--- config.mk ---
export PLATFORM = sky130hd
export DESIGN_NAME = mem_port_arbiter
export DESIGN_NICKNAME = d
export VERILOG_FILES = /design/src/rtl/mem_port_arbiter.sv
export SDC_FILE = /design/constraint.sdc
export NUM_CORES = 1
export LEC_CHECK = 0
export CORE_AREA = 2 2 156 158
export DETAILED_ROUTE_END_ITERATION = 10
export DIE_AREA = 0 0 158 160
export DONT_BUFFER_PORTS = 1
export PLACE_DENSITY = 0.41
export SETUP_SLACK_MARGIN = 0.02
export SLEW_MARGIN = 20
export SYNTH_ARGS = -nofsm -noshare
export SYNTH_HDL_FRONTEND = slang
export SYNTH_SLANG_ARGS = --single-unit
--- constraint.sdc ---
create_clock -name clk -period 2.4 [get_ports clk]
set_input_delay 0.6 -clock clk [delete_from_list [all_inputs] [get_ports clk]]
set_output_delay 0.6 -clock clk [all_outputs]
set_load 0.02 [all_outputs]
--- src/rtl/mem_port_arbiter.sv ---
`default_nettype none
// +--------------------------------------------------------------------------+
// | mem_port_arbiter                                                         |
// | Loader/data/fetch arbiter for the unified 64-bit single-port memory,     |
// | with fetch anti-starvation and tagged read-data return.                  |
// | Revision: 1.0                                                            |
// +--------------------------------------------------------------------------+
module mem_port_arbiter #(
   parameter int ADDR_W       = 8,
   parameter int MEM_LAT      = 1,
   parameter int STARVE_LIMIT = 4
) (
   input  logic              clk,
   input  logic              reset,
   input  logic              ld_req,
   input  logic [ADDR_W-1:0] ld_addr,
   input  logic [63:0]       ld_wdata,
   input  logic [1:0]        ld_we,
   output logic              ld_gnt,
   input  logic              d_req,
   input  logic [ADDR_W-1:0] d_addr,
   input  logic [63:0]       d_wdata,
   input  logic [1:0]        d_we,
   output logic              d_gnt,
   output logic              d_rvalid,
   output logic [63:0]       d_rdata,
   input  logic              i_req,
   input  logic [ADDR_W-1:0] i_addr,
   output logic              i_gnt,
   output logic              i_rvalid,
   output logic [31:0]       i_rdata,
   output logic              mem_en,
   output logic [ADDR_W-1:0] mem_addr,
   output logic [63:0]       mem_wdata,
   output logic [1:0]        mem_we,
   input  logic [63:0]       mem_rdata,
   output logic              busy
);

   localparam logic [ADDR_W-1:0] c_fetch_mask   = ~ADDR_W'(3);
   localparam logic [3:0]        c_starve_limit = 4'(STARVE_LIMIT);

   logic              w_ld_win, w_d_win, w_i_win, w_any_win;
   logic [3:0]        r_starve_cnt, w_starve_next;
   logic              r_boost;
   logic              r_mem_en;
   logic [ADDR_W-1:0] r_mem_addr;
   logic [63:0]       r_mem_wdata;
   logic [1:0]        r_mem_we;
   logic              r_owner_fetch;
   logic [MEM_LAT-1:0] r_tag_v, r_tag_f, r_tag_hi;
   logic              w_tag_in_v, w_ret_v;

   // Boost only swaps data and fetch; the loader always wins.
   always_comb begin
      w_ld_win  = ~reset & ld_req;
      w_i_win   = ~reset & ~ld_req & i_req & (r_boost | ~d_req);
      w_d_win   = ~reset & ~ld_req & d_req & ~(r_boost & i_req);
      w_any_win = w_ld_win | w_d_win | w_i_win;
   end

   assign ld_gnt = w_ld_win;
   assign d_gnt  = w_d_win;
   assign i_gnt  = w_i_win;

   always_comb begin
      w_starve_next = 4'd0;
      if (i_req && !w_i_win) begin
         w_starve_next = (r_starve_cnt == c_starve_limit) ? r_starve_cnt
                                                          : r_starve_cnt + 4'd1;
      end
   end

   always_ff @(posedge clk) begin
      if (reset) begin
         r_starve_cnt <= 4'd0;
         r_boost      <= 1'b0;
      end else begin
         r_starve_cnt <= w_starve_next;
         r_boost      <= (w_starve_next == c_starve_limit);
      end
   end

   always_ff @(posedge clk) begin
      if (reset) begin
         r_mem_en      <= 1'b0;
         r_mem_addr    <= '0;
         r_mem_wdata   <= '0;
         r_mem_we      <= 2'b00;
         r_owner_fetch <= 1'b0;
      end else begin
         r_mem_en <= w_any_win;
         if (w_ld_win) begin
            r_mem_addr    <= ld_addr;
            r_mem_wdata   <= ld_wdata;
            r_mem_we      <= ld_we;
            r_owner_fetch <= 1'b0;
         end else if (w_d_win) begin
            r_mem_addr    <= d_addr;
            r_mem_wdata   <= d_wdata;
            r_mem_we      <= d_we;
            r_owner_fetch <= 1'b0;
         end else if (w_i_win) begin
            r_mem_addr    <= i_addr & c_fetch_mask;
            r_mem_wdata   <= '0;
            r_mem_we      <= 2'b00;
            r_owner_fetch <= 1'b1;
         end
      end
   end

   // Tag enters with the strobe so its last stage lines up with mem_rdata.
   assign w_tag_in_v = r_mem_en & (r_mem_we == 2'b00);

   always_ff @(posedge clk) begin
      if (reset) begin
         r_tag_v  <= '0;
         r_tag_f  <= '0;
         r_tag_hi <= '0;
      end else begin
         r_tag_v[0]  <= w_tag_in_v;
         r_tag_f[0]  <= r_owner_fetch;
         r_tag_hi[0] <= r_mem_addr[2];
         for (int k = 1; k < MEM_LAT; k++) begin
            r_tag_v[k]  <= r_tag_v[k-1];
            r_tag_f[k]  <= r_tag_f[k-1];
            r_tag_hi[k] <= r_tag_hi[k-1];
         end
      end
   end

   assign w_ret_v  = ~reset & r_tag_v[MEM_LAT-1];
   assign d_rvalid = w_ret_v & ~r_tag_f[MEM_LAT-1];
   assign i_rvalid = w_ret_v & r_tag_f[MEM_LAT-1];
   assign d_rdata  = d_rvalid ? mem_rdata : 64'd0;
   assign i_rdata  = !i_rvalid ? 32'd0 :
                     (r_tag_hi[MEM_LAT-1] ? mem_rdata[63:32] : mem_rdata[31:0]);

   assign mem_en    = r_mem_en;
   assign mem_addr  = r_mem_addr;
   assign mem_wdata = r_mem_wdata;
   assign mem_we    = r_mem_we;
   assign busy      = r_mem_en | (|r_tag_v);

endmodule
`default_nettype wire
==> summary.md <==
| Metric | Value |
|---|---|
| Count of final max-slew check failures | `0` |
| Iteration-0 DRC count of the detailed router | `between 400 and 500` |
| Cell chain of the critical path | `nor3b_2, buf_12, and2_1` |
| Count of mapped cells out of synthesis | `472` |
| Total clock buffers created by CTS | `9` |
| Buffers on Ports | `0` |
| Sort of element at the end of the critical path | `output port` |
| Largest voltage drop on the vdd net | `0.342 mV` |
| Delay of the slowest cell on the worst path | `between 0.3 and 0.4 ns` |
| CP Class | `register to output port` |
| TritonCTS clock tree | `yes` |
| Layout Cell Area excl Fill | `roughly 0.005 sq mm` |
| Routability congestion estimate from global placement | `between 0.8 and 0.9` |
| Number of cells on the worst reg-to-reg path | `6` |
| Mean instance size in the synthesized netlist | `8.94 sq um` |
| CTS H-tree lvls | `3` |
| Number of hold-slack violations in the final timing report | `0` |
| Die Y-Extent | `approximately 160 um` |
| Portion of the post-synthesis area used by sequential elements | `0.398` |
| Sequential group share of total power | `0.480` |
| Clock Sink Count | `between 80 and 90` |
| Period minus WS final | `2.11 ns` |
| # setup viols final | `0` |
| Maximum clock frequency | `~0.47 GHz` |
| Pin count of the biggest net entering global routing | `82` |
| Setup repair after global routing missed its margin | `false` |
| Element type at the critical path start | `register` |
| Number of antenna violations at the first check in global routing | `1` |
| Worst hold path endpoint | `r_tag_hi` |
| Area used by multi-input combinational logic | `approximately 0.0023 sq mm` |
| Count of instances resized after the clock tree is built | `0` |
| Internal Power | `roughly 2500 uW` |
| Relative contribution of combinational cells to total power | `0.108` |
| Clock Skews | `0.00606 ns` |
| Final std cells w/o fill | `807` |
| Total GRT Usage | `0.125` |
| Clock Power Share | `0.412` |
| Net switching power | `about 980 uW` |
| Initial Utilization | `0.177` |
| Number of violations of the max-capacitance limit | `0` |
| Core Util, Final | `0.211` |
| Normalized max-slew margin | `0.689` |
| Startpoint of the lowest-slack hold path | `reset` |
| Number of nets produced by synthesis | `~700` |
| Clock Pin Slew Worst Setup and Hold Paths | `0.07 ns` |
| Transition time at the pin with the least slew margin | `approximately 0.47 ns` |
| Netlist area before placement | `roughly 0.0042 sq mm` |
| Synth warn | `0` |
| Highest-delay cell along the critical path | `dfxtp_1` |
| Static Leakage | `~0.0019 uW` |
| FF+latch count, synth | `84` |
| Worst reg2reg path startpoint | `r_boost` |
| Floorplan core area | `between 0.02 and 0.025 sq mm` |
| Filler cell count | `approximately 2,700` |
| Post-CTS Setup Inserts | `0` |
| Via density | `~5` |
| DP Area | `~0.0047 sq mm` |
| Final-layout setup total negative slack | `0 ns` |
| Most common cell after layout, fill and taps aside | `nor2_1` |
| Die Area | `0.0253 sq mm` |
| Final #Nets | `slightly above 700` |
| Fraction of layout instances using a drive strength above 1 | `0.141` |
| CTS hold repair buffers | `0` |
| Minimum setup slack among reg-to-reg paths | `just under 0.7 ns` |
| Longest Clk Path Bufs | `2` |
| Commonest cells after routing, fill and taps aside | `nor2_1 (107), dfxtp_1 (83), a222oi_1 (68), and2_1 (64), buf_4 (40)` |
| Area growth, synth to finish | `19.0%` |
| Worst Hold Depth | `1` |
| Total overflow reported by the global router | `0` |
| Detail-routed net length per standard cell | `between 20 and 25 um` |
| Cell variety after synth | `40` |
| Result of the run | `finished clean` |
| Capture instance of the worst register-to-register path | `mem_wdata[44]` |
| Data arrival at the endpoint of the critical path | `approximately 1.5 ns` |
| Largest fanout of any net on the critical path | `65` |
| ANT nets after route | `0` |
| Cell chosen for the clock root | `clkbuf_16` |
| Die X-Extent | `around 160 um` |
| Total via count in the routed design | `3,965` |
| Instance count after placement with tap cells included | `slightly below 800` |
| Worst hold path type | `input pin to register` |
| WP buf/inv | `1` |
| Wire length of the first global-routing pass | `around 23,000 um` |
| Wire length reported by the detailed router | `roughly 17,000 um` |
| Drt pass-1 iters | `9` |
| Number of global-route vias before repair | `approximately 3,700` |
| Clock latency at the later pin of the worst-skew pair | `0.34 ns` |
| Cell family with the largest share of critical-path delay | `simple AND/OR/NAND/NOR gates` |
| Storage cell area | `between 0.0015 and 0.002 sq mm` |
| Post-DP HPWL | `about 14,000 um` |
| Pwr Density | `683 mW/mm^2` |
| I/O pins | `between 400 and 500` |
| Part of the cycle the worst path needs | `0.879` |
| Standard-cell row count | `57` |
| Number of remaining DRC errors | `0` |
| Sw Share | `0.286` |
| Overall power | `3430 uW` |
| Required time worst endpoint | `around 1.8 ns` |
metal layers:
layer | global-route usage | up-vias | wire length [um]
li1 | - | 1749 | -
met1 | 0.120 | 1877 | 5980
met2 | 0.240 | 308 | 9140
met3 | 0.0380 | 31 | 1780
met4 | 0.0581 | 0 | 568
met5 | 0 | - | 0
logic make-up (layout without fill, tap and decap cells):
| family | after synthesis | after routing | share of synthesized area |
|---|---|---|---|
| other cells | 0 | 1 | 0 |
| compound gates | 90 | 90 | 0.200 |
| mux | 34 | 34 | 0.0806 |
| simple gates | 207 | 207 | 0.246 |
| flops | 84 | 84 | 0.398 |
| buf+inv | 54 | 64 | 0.0670 |
| xor+xnor | 1 | 1 | 0.00208 |
| fa+ha+maj | 2 | 2 | 0.00593 |
cells in the mapped netlist:
master	instances	share of area
nand3b_1	2	0.0036
buf_1	1	0.00089
nand3_4	1	0.0042
mux2i_1	34	0.081
a222oi_1	68	0.16
xnor2_1	1	0.0021
nor3_1	4	0.0047
and2_1	64	0.095
nand2b_1	1	0.0015
buf_4	8	0.014
or2_2	2	0.0030
dfxtp_1	84	0.40
buf_2	13	0.015
o21ai_1	1	0.0012
inv_4	1	0.0015
nor4b_1	1	0.0021
buf_6	4	0.011
a221oi_1	1	0.0021
a41o_1	4	0.0095
nor2_1	107	0.095
clkbuf_2	1	0.0012
nor2b_2	1	0.0021
inv_1	5	0.0044
a21o_1	1	0.0018
or3_1	1	0.0015
nand2_1	5	0.0044
clkbuf_1	21	0.019
and3_1	1	0.0015
ha_1	2	0.0059
nor3b_1	3	0.0053
o31ai_1	5	0.0089
nand3_1	2	0.0024
o32ai_1	1	0.0021
a2111oi_2	1	0.0036
and3b_1	1	0.0021
nor2b_1	9	0.013
o21ai_0	2	0.0024
nand2b_2	1	0.0021
nor2_4	1	0.0027
a21oi_1	6	0.0071
power by group through the flow:
stage | Combinational [uW] | Clock, uW | Sequential, uW
2_1_floorplan | 351 | 0 | 1650
3_3_place_gp | 363 | 0 | 1680
3_5_place_dp | 374 | 0 | 1680
4_1_cts | 374 | 1480 | 1650
5_1_grt | 407 | 1560 | 1650
6_report | 371 | 1420 | 1650
cell type report:
| type | count | share of cell area |
|---|---|---|
| clock buffer | 9 | 0.0448 |
| antenna | 1 | 0.000498 |
| tap | 324 | 0.0807 |
| timing repair buffer | 42 | 0.0677 |
| sequential | 84 | 0.335 |
| multi-input combinational | 334 | 0.451 |
| clock inverter | 7 | 0.0149 |
| inverter | 6 | 0.00498 |
stage by stage:
stage	hold WS (ns)	setup slack (ns)
floorplan	0.447	0.199
global placement	0.460	0.396
detailed placement	0.464	0.377
CTS	0.291	0.259
global route	0.295	0.185
finish	0.310	0.291
flip-flops by register name, summed over array words and instances, names as in the netlist:
register,cells
r_owner_fetch,1
mem_wdata,64
mem_we,2
r_tag_v,1
mem_addr,8
r_tag_f,1
r_starve_cnt,4
r_tag_hi,1
r_boost,1
mem_en,1
how the worst max path moves through the flow:
stage / from / end / cells after the start / slack [ns]
finish: r_tag_v / d_rdata[62] / 3 / 0.29
global route: r_tag_v / d_rdata[51] / 3 / 0.19
CTS: r_tag_v / d_rdata[53] / 3 / 0.26
detailed placement: reset / d_rdata[53] / 3 / 0.38
global placement: reset / d_rdata[30] / 3 / 0.40
floorplan: reset / d_rdata[10] / 5 / 0.20
Power figures use the tool's default switching activity.
